<file path="src/rtl/cbc_stream_cipher.sv">
// ---------------------------------------------------------------------------
// cbc_stream_cipher
//
// Streaming CBC block-cipher engine. It encrypts or decrypts a message of
// `len` blocks, each BW bits wide, and moves one block per valid/ready
// handshake. The result is registered, so an accepted input block appears
// on out_data one clock later. The engine sustains one block per cycle
// while the sink keeps out_ready high.
//
// Cipher primitive (K = latched key, rotates by one bit within BW):
//   E(x) = rotl1(x ^ K)          D(y) = rotr1(y) ^ K
//   encrypt: c = E(p ^ chain), chain <- c
//   decrypt: p = D(c) ^ chain, chain <- c
//
// Optional feature macro: CBC_STREAM_MAC_EN
//   When defined, adds the mac/mac_valid outputs. mac carries the final
//   chain value (the last ciphertext block) and mac_valid pulses with done.
//
// Parameters:
//   BW  block and key width in bits (>= 2)
//   CW  message-length counter width
//
// Ports:
//   clk, rst_n              clock, asynchronous active-low reset
//   start                   pulse; latches mode/key/iv/len when IDLE
//   mode                    0 = encrypt, 1 = decrypt
//   key, iv, len            cipher key, initial chaining value, block count
//   in_valid/in_ready       input block handshake, in_data payload
//   out_valid/out_ready     output block handshake
//   out_data, out_last      output payload and last-block flag
//   busy                    engine in RUN or DRAIN
//   done                    one-cycle pulse after the final output handshake
//   mac, mac_valid          (CBC_STREAM_MAC_EN only) message MAC
// ---------------------------------------------------------------------------
module cbc_stream_cipher #(
    parameter int BW = 4,
    parameter int CW = 8
) (
    input  logic          clk,
    input  logic          rst_n,
    input  logic          start,
    input  logic          mode,
    input  logic [BW-1:0] key,
    input  logic [BW-1:0] iv,
    input  logic [CW-1:0] len,
    input  logic          in_valid,
    output logic          in_ready,
    input  logic [BW-1:0] in_data,
    output logic          out_valid,
    input  logic          out_ready,
    output logic [BW-1:0] out_data,
    output logic          out_last,
    output logic          busy,
    output logic          done
`ifdef CBC_STREAM_MAC_EN
    ,
    output logic [BW-1:0] mac,
    output logic          mac_valid
`endif
);

    localparam logic [CW-1:0] LEN_ZERO = {CW{1'b0}};
    localparam logic [CW-1:0] LEN_ONE  = {{(CW-1){1'b0}}, 1'b1};
    localparam logic [BW-1:0] BLK_ZERO = {BW{1'b0}};

    typedef enum logic [1:0] {
        ST_IDLE  = 2'd0,
        ST_RUN   = 2'd1,
        ST_DRAIN = 2'd2
    } state_t;

    // One-bit rotations within the block width.
    function automatic logic [BW-1:0] rotl1(input logic [BW-1:0] x);
        return {x[BW-2:0], x[BW-1]};
    endfunction

    function automatic logic [BW-1:0] rotr1(input logic [BW-1:0] x);
        return {x[0], x[BW-1:1]};
    endfunction

    // Block cipher forward and inverse transforms.
    function automatic logic [BW-1:0] blk_enc(input logic [BW-1:0] x,
                                              input logic [BW-1:0] k);
        return rotl1(x ^ k);
    endfunction

    function automatic logic [BW-1:0] blk_dec(input logic [BW-1:0] y,
                                              input logic [BW-1:0] k);
        return rotr1(y) ^ k;
    endfunction

    state_t        state_r;
    state_t        state_n_s;
    logic [BW-1:0] chain_r;
    logic [BW-1:0] key_r;
    logic          mode_r;
    logic [CW-1:0] len_r;
    logic [CW-1:0] count_r;
    logic [BW-1:0] out_data_r;
    logic          out_valid_r;
    logic          out_last_r;
    logic          busy_r;
    logic          done_r;

    logic          start_ok_s;
    logic          in_ready_s;
    logic          in_fire_s;
    logic          out_fire_s;
    logic          last_s;
    logic          final_fire_s;
    logic [BW-1:0] result_s;

    // Next-state, handshake qualification and cipher datapath.
    always_comb begin
        state_n_s    = state_r;
        in_ready_s   = 1'b0;
        in_fire_s    = 1'b0;
        final_fire_s = 1'b0;
        start_ok_s   = 1'b0;
        out_fire_s   = out_valid_r && out_ready;
        last_s       = ((count_r + LEN_ONE) == len_r);
        if (mode_r) begin
            result_s = blk_dec(in_data, key_r) ^ chain_r;
        end else begin
            result_s = blk_enc(in_data ^ chain_r, key_r);
        end
        case (state_r)
            ST_IDLE: begin
                // A zero-length message is dropped without a done pulse.
                start_ok_s = start && (len != LEN_ZERO);
                if (start_ok_s) begin
                    state_n_s = ST_RUN;
                end else begin
                    state_n_s = ST_IDLE;
                end
            end
            ST_RUN: begin
                // Ready whenever the output slot is empty or being emptied.
                in_ready_s = !out_valid_r || out_ready;
                in_fire_s  = in_valid && in_ready_s;
                if (in_fire_s && last_s) begin
                    state_n_s = ST_DRAIN;
                end else begin
                    state_n_s = ST_RUN;
                end
            end
            ST_DRAIN: begin
                final_fire_s = out_fire_s && out_last_r;
                if (final_fire_s) begin
                    state_n_s = ST_IDLE;
                end else begin
                    state_n_s = ST_DRAIN;
                end
            end
            default: begin
                state_n_s = ST_IDLE;
            end
        endcase
    end

    // State, latched message parameters, chaining value and block counter.
    always_ff @(posedge clk or negedge rst_n) begin
        if (!rst_n) begin
            state_r <= ST_IDLE;
            chain_r <= BLK_ZERO;
            key_r   <= BLK_ZERO;
            mode_r  <= 1'b0;
            len_r   <= LEN_ZERO;
            count_r <= LEN_ZERO;
            busy_r  <= 1'b0;
            done_r  <= 1'b0;
        end else begin
            state_r <= state_n_s;
            busy_r  <= (state_n_s != ST_IDLE);
            done_r  <= final_fire_s;
            if (start_ok_s) begin
                mode_r  <= mode;
                key_r   <= key;
                chain_r <= iv;
                len_r   <= len;
                count_r <= LEN_ZERO;
            end else if (in_fire_s) begin
                // The chain always follows the ciphertext side of the block.
                chain_r <= mode_r ? in_data : result_s;
                count_r <= count_r + LEN_ONE;
            end else begin
                chain_r <= chain_r;
                count_r <= count_r;
            end
        end
    end

    // Output register: load on input handshake, hold under backpressure,
    // empty on output handshake when nothing new arrives.
    always_ff @(posedge clk or negedge rst_n) begin
        if (!rst_n) begin
            out_data_r  <= BLK_ZERO;
            out_valid_r <= 1'b0;
            out_last_r  <= 1'b0;
        end else if (in_fire_s) begin
            out_data_r  <= result_s;
            out_valid_r <= 1'b1;
            out_last_r  <= last_s;
        end else if (out_fire_s) begin
            out_valid_r <= 1'b0;
            out_last_r  <= 1'b0;
        end else begin
            out_valid_r <= out_valid_r;
            out_last_r  <= out_last_r;
        end
    end

    assign in_ready  = in_ready_s;
    assign out_valid = out_valid_r;
    assign out_data  = out_data_r;
    assign out_last  = out_last_r;
    assign busy      = busy_r;
    assign done      = done_r;

`ifdef CBC_STREAM_MAC_EN
    logic [BW-1:0] mac_r;
    logic          mac_valid_r;

    // Capture the final chain value as the MAC when the message completes.
    always_ff @(posedge clk or negedge rst_n) begin
        if (!rst_n) begin
            mac_r       <= BLK_ZERO;
            mac_valid_r <= 1'b0;
        end else begin
            mac_valid_r <= final_fire_s;
            if (final_fire_s) begin
                mac_r <= chain_r;
            end else begin
                mac_r <= mac_r;
            end
        end
    end

    assign mac       = mac_r;
    assign mac_valid = mac_valid_r;
`endif

endmodule

</file>
<file path="config.mk">
export PLATFORM = sky130hd
export DESIGN_NAME = cbc_stream_cipher
export DESIGN_NICKNAME = d
export VERILOG_FILES = /design/src/rtl/cbc_stream_cipher.sv
export SDC_FILE = /design/constraint.sdc
export NUM_CORES = 1
export LEC_CHECK = 0
export CORE_MARGIN = 8
export CORE_UTILIZATION = 46
export DETAILED_ROUTE_END_ITERATION = 10
export HOLD_SLACK_MARGIN = 0.03
export PLACE_DENSITY = 0.75
export SYNTH_ARGS = -nofsm -noshare
export SYNTH_HDL_FRONTEND = slang
export SYNTH_SLANG_ARGS = --single-unit
</file>
<file path="constraint.sdc">
create_clock -name clk -period 1.8 [get_ports clk]
set_clock_uncertainty 0.2 [all_clocks]
set_input_delay 0.27 -clock clk [delete_from_list [all_inputs] [get_ports clk]]
set_output_delay 0.27 -clock clk [all_outputs]
set_load 0.02 [all_outputs]
</file>
; ---- Yosys cells after proc, flatten, opt, wreduce, memory -nomap -nowiden
; Cells that the tools add are included.
[totals]
mem_count = 0
ram_bits = 0
rom_bits = 0
latch_bits = 0
register_bits = 35
wordCells = 48
[op_classes]
muxes = 17
n_eq_ne = 3
multipliers = 0
reduce_logical = 12
add_sub_neg = 1
shift = 0
order_cmp = 0
n_div = 0
bitwise_logic = 4
[op_table]
columns = cell, n
row1 = 2-to-1 mux 4 bit, 4
row2 = 2-to-1 mux 8 bit, 2
row3 = bitwise XOR 4 bit, 4
row4 = "adder 8 x 1 -> 8 bit, second input constant", 1
row5 = equality test 8 bit, 1
row6 = 2-to-1 mux 1 bit, 8
row7 = nonzero test 8 bit, 1
row8 = one-hot mux 2 bit (3 select lines), 1
row9 = nonzero test 2 bit, 3
row10 = logical AND 1 bit, 5
row11 = 2-to-1 mux 2 bit, 2
row12 = "equality test 2 x 1 -> 1 bit, second input constant", 1
row13 = "equality test 2 bit, second input constant", 1
row14 = zero test 2 bit, 1
row15 = zero test 1 bit, 1
row16 = logical OR 1 bit, 1

; ---- Longest topological paths before layout
; Gate-level depths: netlist of the first run.
[depth]
depth_word = 7
ltp_mapped = 6
ltp_nobuf = 6

; ---- Worst setup path before layout of the first run
; OpenSTA, ideal clock, no wires.
[synth_path]
kind = reg2reg
startpoint = register count_r[3]
endpoint = register state_r[0]
setup_slack_ns = 0.048
required_time_ns = 1.481
path_stages_with_launch = 7
arrival_ns = 1.433
n_path_buf = 1
path_cell_list = dfrtp_1 -> clkbuf_2 -> nand4_2 -> xor2_1 -> or3_4 -> o2bb2ai_2 -> o21ba_1
[synth_between]
elab_chain_len = 5
[synth_lines]
columns = item, line
row1 = "start, declared", 98  ; logic [CW-1:0] count_r;
row2 = "start signal, assigned", 185  ; count_r <= count_r + LEN_ONE;
row3 = "start signal, assigned", 188  ; count_r <= count_r;
row4 = adder 8 x 1 -> 8 bit, 121  ; last_s = ((count_r + LEN_ONE) == len_r);
row5 = equality test 8 bit, 121
row6 = logical AND 1 bit, 141  ; if (in_fire_s && last_s) begin
row7 = 2-to-1 mux 2 bit, 141
row8 = one-hot mux 2 bit (3 select lines), 127  ; case (state_r)
row9 = via state_n_s[0], 93  ; state_t state_n_s;
row10 = "end signal, assigned", 173  ; state_r <= state_n_s;
row11 = "end, declared", 92  ; state_t state_r;
; The timed path passes the listed nets, and every way through them passes these cells.
; A chain may end at the register's enable or synchronous reset.

; ---- Final worst setup path of the first run
[layout_path]
startpoint = register state_r[1]
endpoint = register count_r[5]
[layout_between]
elab_chain_len = 3
word_cells_on_any_way = 6
classes_between = 1 x eq/ne / 3 x mux / 2 x reduce/logical
[layout_lines]
columns = item, line
row1 = equality test 2 x 1 -> 1 bit / zero test 2 bit (equally long branches), 127
row2 = 2-to-1 mux 1 bit, 127
row3 = nonzero test 2 bit (no source line) / 2-to-1 mux 8 bit (equally long branches), --
; Several ways; a longest one is shown, not always the timed one.

==> results_dict.tcl, run 1 <==
set metrics [dict create \
    syn_avg_cell_area_um2 10.1 \
    die_w_um 79.0 \
    cts_tree "yes" \
    r2r.worst_path.cells 4 \
    ff2ff_setup_slack_ns 0.03 \
    yosysMostFrequentCell "dfrtp_1" \
    netlist_instances 180 \
    clock-sinks 35 \
    vias 1561 \
    cpMaxStageDelayCell "a2111o_1" \
    clk_pin_slew_worst_paths_ns 0.07 \
    grt_max_degree 36 \
    post-route-min-period_ns 1.77 \
    busiest_layer "met2" \
    power_mw 3.67 \
    place_area_um2 2420 \
    final_nets 271 \
    fin_ws_ns 0.0254 \
    met1_usage 0.167 \
    syn_nets 207 \
    crit_buf_inv 0 \
    htreeDepth 2 \
    worst-setup-path-type "flip-flop to flip-flop" \
    synthXorXnorAreaFrac 0.115 \
    reg2reg_from "state_r[1]" \
    status "completed" \
    path_common_cell "o21ai_0" \
    path_cells "a2111o_1, and2_4, o21ai_0, o21ai_0" \
    slew_violations 0 \
    critPathArrivalTime_ns 1.73 \
    wl_um 4340 \
    synthDistinctLibCells 36 \
    hp-start "len[1]" \
    via_per_inst 5.29 \
    gr-usage-met2 0.233 \
    dpl_worst_slack_ns -0.452 \
    grt_pass1_vias 1513 \
    setup_viol 0 \
    hold_buffers 0 \
    portBuffers 34 \
    finalHoldViolCount 0 \
    p_sw_frac 0.380 \
    first_pass_iters 4 \
    path_delay_family "compound AO/OA/AOI/OAI gates" \
    synth_top_family_by_area "simple AND/OR/NAND/NOR gates" \
    synth_area_leader_cell "dfrtp_1" \
    antenna_found_initial 0 \
    hpwl_um 3290 \
    grt_first_pass_wirelength_um 6920 \
    drt_iter0_markers 92 \
    cp-start-kind "flip-flop" \
    cp-end-kind "flip-flop" \
    synthMuxAreaShare 0.0801 \
    final_util 0.667 \
    yosysSeqAreaShare 0.479 \
    track_usage 0.140 \
    fmaxAchievable_mhz 564 \
    synthAdderAreaFrac 0.00685 \
    synth_edf_count 0 \
    drive_above_1_share 0.269 \
    slowest_delay_ns 0.47 \
    yosys.area_share.simple 0.145 \
    use_met3 0.0395 \
    synth_compound_area_frac 0.142 \
    yosysWarningCount 0 \
    cp_max_fo 6 \
    initial_core_util 0.467 \
    synth_area_um2 1830 \
    whs_path_depth 2 \
    comb_power_share 0.482 \
    wl_per_cell_um 14.7 \
    power_density_nw_per_um2 1410 \
    postRouteAntennaNets 0 \
    die_h_um 79.0 \
    synthToLayoutAreaGrowth_pct 42.9 \
    antenna_cells 0 \
    core_um2 3910 \
    worstHoldEndpoint "len_r[1]" \
    relSlewSlack 0.756 \
    insertion_delay_ns 0.29 \
    clock_power_share 0.147 \
    ir_drop_mv 0.724 \
    synth_ff_type "dfrtp_1" \
    fp-row-count 23 \
    holdCritPathClass "input port to flip-flop" \
    cts_max_path_buffers 2 \
    ys_seq_elements 35 \
    maxCapViolCount 0 \
    period_share 0.986 \
    pin_count 35 \
    worstMarginPinSlew_ns 0.366 \
    drc 0 \
    required_ns 1.76 \
    netlist.area_leader.share 0.479 \
    p_switching_mw 1.40 \
    gr-total-overflow 0 \
    final_area_um2 2610 \
    clockRootBuffer "clkbuf_8" \
    die_area_um2 6240 \
    synth.area.top_cells "dfrtp_1 48%, xor2_1 7.2%, mux2_2 5.5%" \
    synthArstFlopShare 1.00 \
    cts_buffers 5 \
    rsz0062_at_grt "yes" \
    synth_commonest_cells "35 x dfrtp_1, 15 x nand2_1, 15 x o21ai_0, 15 x xor2_1, 13 x nor2_1" \
    r2r-end "count_r[5]" \
    tns_ns 0 \
    p_int_mw 2.28 \
    gp_congestion 0.892 \
    p_leak_nw 1.16 \
    p_seq_frac 0.371 \
]
==> what timing repair did <==
action	CTS	global route
pin swaps	5	5
resized for setup	18	17
buffers inserted	0	3
endpoints found under the setup margin	25	13
hold endpoints to repair	0	0
==> power groups by stage <==
stage                     sequential (mW)  combinational (mW)  clock, mW
after floorplan                      1.34                1.08          0
after global placement               1.34                1.59          0
after detailed placement             1.36                1.65          0
after CTS                            1.35                1.67      0.550
after global routing                 1.40                1.92      0.589
final                                1.36                1.77      0.539
==> worst register-to-register path, cell delays in order (launching register included) <==
cell and delay, ns:
dfrtp_2 0.44, a2111o_1 0.47, and2_4 0.22, o21ai_0 0.19, o21ai_0 0.12
==> routing by layer <==
metal / share of wire / routed length (um)
met4: 0.017 / 72
met5: 0 / 0
met1: 0.42 / 1840
met3: 0.056 / 244
met2: 0.50 / 2190
==> kinds of logic (layout without fill, tap and decap cells) <==
logic type                 after synthesis  in the layout
AOI/OAI and AO/OA                       42             42
xor gates and xnor gates                24             24
adders and majority gates                1              1
buffers and inverters                   14             79
DFF                                     35             35
muxes                                   13             13
and+or+nand+nor                         51             51
==> worst max-delay path by stage <==
stage | from | end | slack [ns] | cells past startpoint
5_1_grt | count_r[0] | count_r[6] | -0.04 | 8
2_1_floorplan | count_r[3] | state_r[0] | 0.05 | 6
4_1_cts | count_r[0] | state_r[0] | 0.006 | 6
6_report | state_r[1] | count_r[5] | 0.03 | 4
3_3_place_gp | len[5] | len_r[1] | -0.42 | 5
3_5_place_dp | len[4] | len_r[1] | -0.45 | 5
==> registers in the layout, summed over array words and instances (netlist names) <==
name / flops
len_r: 8
out_data: 4
done: 1
out_last: 1
busy: 1
key_r: 4
count_r: 8
out_valid: 1
state_r: 2
mode_r: 1
chain_r: 4
==> layout by cell type (no fill, tap or decap), drive strengths merged, types with 4 or more instances in the layout <==
cell	synthesis	final
o21ai	18	18
nand2	15	15
clkbuf	6	7
xnor2	9	9
a21oi	8	8
xor2	15	15
mux2	13	13
clkdlybuf4s50	0	24
o22ai	4	4
a211oi	6	6
nor2	13	13
nand3	8	8
dfrtp	35	35
dlygate4sd2	0	8
buf	2	32
inv	6	6
==> stage by stage <==
| step | cells | hold WS (ns) |
|---|---|---|
| finish | 295 | 0.0871 |
| CTS | 292 | 0.149 |
| detailed placement | 284 | 0.269 |
| global placement | 284 | 0.263 |
| global route | 295 | 0.102 |
| floorplan | 180 | -0.226 |
==> final cells by class <==
cell class,count,area (um2)
Clock inverter,1,5.00
Fill cell,315,1300
Clock buffer,7,76.3
Inverter,6,22.5
Multi-Input combinational cell,131,981
Sequential cell,35,878
Timing Repair Buffer,65,584
Tap cell,50,62.6
Power figures use the tool's default switching activity.
==> run 2, diff against run 1 <==
--- a/config.mk
+++ b/config.mk
@@ -10,6 +10,7 @@
 export DETAILED_ROUTE_END_ITERATION = 10
 export HOLD_SLACK_MARGIN = 0.03
 export PLACE_DENSITY = 0.75
+export SKIP_CTS_REPAIR_TIMING = 1
 export SYNTH_ARGS = -nofsm -noshare
 export SYNTH_HDL_FRONTEND = slang
 export SYNTH_SLANG_ARGS = --single-unit
==> results_dict.tcl, run 2 (same netlist as run 1, synthesis figures left out) <==
set metrics [dict create \
    status "completed" \
    portBuffers 34 \
    wl_um 4480 \
    clock-sinks 35 \
    pin_count 35 \
    p_seq_frac 0.367 \
    cts_max_path_buffers 2 \
    drt_iter0_markers 96 \
    p_int_mw 2.30 \
    fp-row-count 23 \
    largestRegisters "count_r (8), len_r (8)" \
    gp_congestion 0.892 \
    required_ns 1.79 \
    first_pass_iters 4 \
    antenna_found_initial 0 \
    r2r-end "state_r[0]" \
    worst-setup-path-type "flip-flop to flip-flop" \
    cts_buffers 5 \
    place_area_um2 2420 \
    dp.cells 284 \
    drive_above_1_share 0.278 \
    track_usage 0.138 \
    p_leak_nw 1.24 \
    antenna_cells 0 \
    final_common_cell "dfrtp_1" \
    comb_power_share 0.488 \
    reg2reg_from "count_r[7]" \
    final_cell_mix "33 x dfrtp_1, 26 x buf_4, 24 x clkdlybuf4s50_1" \
    die_w_um 79.0 \
    grt_first_pass_wirelength_um 6780 \
    period_share 0.984 \
    setup_viol 0 \
    cp-start-kind "flip-flop" \
    via_per_inst 5.31 \
    p_sw_frac 0.387 \
    power_density_nw_per_um2 1400 \
    initial_core_util 0.467 \
    htreeDepth 2 \
    core_um2 3910 \
    ir_drop_mv 0.724 \
    clockRootBuffer "clkbuf_8" \
    holdCritPathClass "input port to flip-flop" \
    cts_tree "yes" \
    vias 1567 \
    post-route-min-period_ns 1.77 \
    stdcell_count 295 \
    whs_path_depth 2 \
    cp-end-kind "flip-flop" \
    critPathArrivalTime_ns 1.76 \
    final_area_um2 2680 \
    r2r.worst_path.cells 5 \
    cp_max_fo 3 \
    maxCapViolCount 0 \
    insertion_delay_ns 0.29 \
    drc 0 \
    hpwl_um 3290 \
    nFillCells 301 \
    hp-start "len[1]" \
    multi_input_area_um2 1010 \
    synthToLayoutAreaGrowth_pct 46.6 \
    final_nets 271 \
    relSlewSlack 0.708 \
    power_mw 3.75 \
    ff2ff_setup_slack_ns 0.03 \
    seqCellArea_um2 878 \
    grt_pass1_vias 1479 \
    clk_pin_slew_worst_paths_ns 0.07 \
    die_h_um 79.0 \
    worstHoldEndpoint "len_r[1]" \
    slew_violations 0 \
    postRouteAntennaNets 0 \
    p_switching_mw 1.45 \
    clock_power_share 0.145 \
    die_area_um2 6240 \
    wl_per_cell_um 15.2 \
    worstMarginPinSlew_ns 0.438 \
    fmaxAchievable_mhz 565 \
    gr-total-overflow 0 \
    finalHoldViolCount 0 \
    grt_max_degree 36 \
]
-- run 2: worst max-delay path, cell delays in order, from the launching register on --
cell and delay [ns]:
dfrtp_1 0.42, xnor2_2 0.17, xor2_1 0.17, or3_4 0.40, o2bb2ai_4 0.14, o21ba_1 0.19
-- run 2: metrics by stage --
step	utilization	setup WS (ns)	setup TNS (ns)	hold slack, ns
finish	0.684	0.0288	0	0.0817
global route	0.684	-0.0172	-0.0172	0.0990
CTS	0.639	-0.337	-2.66	0.149
detailed placement	0.618	-0.452	-10.83	0.269
global placement	0.618	-0.421	-10.05	0.263
floorplan	-	0.0476	0	-0.226
-- run 2: power by group through the flow --
stage	clock network [mW]	registers, mW	logic, mW
6_report	0.546	1.38	1.83
5_1_grt	0.592	1.42	1.98
4_1_cts	0.550	1.35	1.66
3_5_place_dp	0	1.36	1.65
3_3_place_gp	0	1.34	1.59
2_1_floorplan	0	1.34	1.08
-- run 2: cell type report --
| class | count | share of cell area |
|---|---|---|
| inverters | 6 | 0.00841 |
| well taps | 50 | 0.0234 |
| repair buffers | 65 | 0.234 |
| flip-flops and latches | 35 | 0.328 |
| multi-input cells | 131 | 0.376 |
| clock inverters | 1 | 0.00187 |
| clock buffers | 7 | 0.0285 |
-- run 2: metal layers --
layer | GRT usage | vias up | wire length (um)
li1 | - | 756 | -
met1 | 0.167 | 768 | 1900
met2 | 0.224 | 35 | 2270
met3 | 0.0395 | 8 | 231
met4 | 0.0556 | 0 | 72
met5 | 0 | - | 0
-- run 2: worst max path at each step --
stage	start	endpoint	slack, ns	depth (start not counted)
3_3_place_gp	len[5]	len_r[1]	-0.42	5
3_5_place_dp	len[4]	len_r[1]	-0.45	5
6_report	count_r[7]	state_r[0]	0.03	5
4_1_cts	out_ready	in_ready	-0.34	5
5_1_grt	count_r[7]	state_r[0]	-0.02	5
2_1_floorplan	count_r[3]	state_r[0]	0.05	6
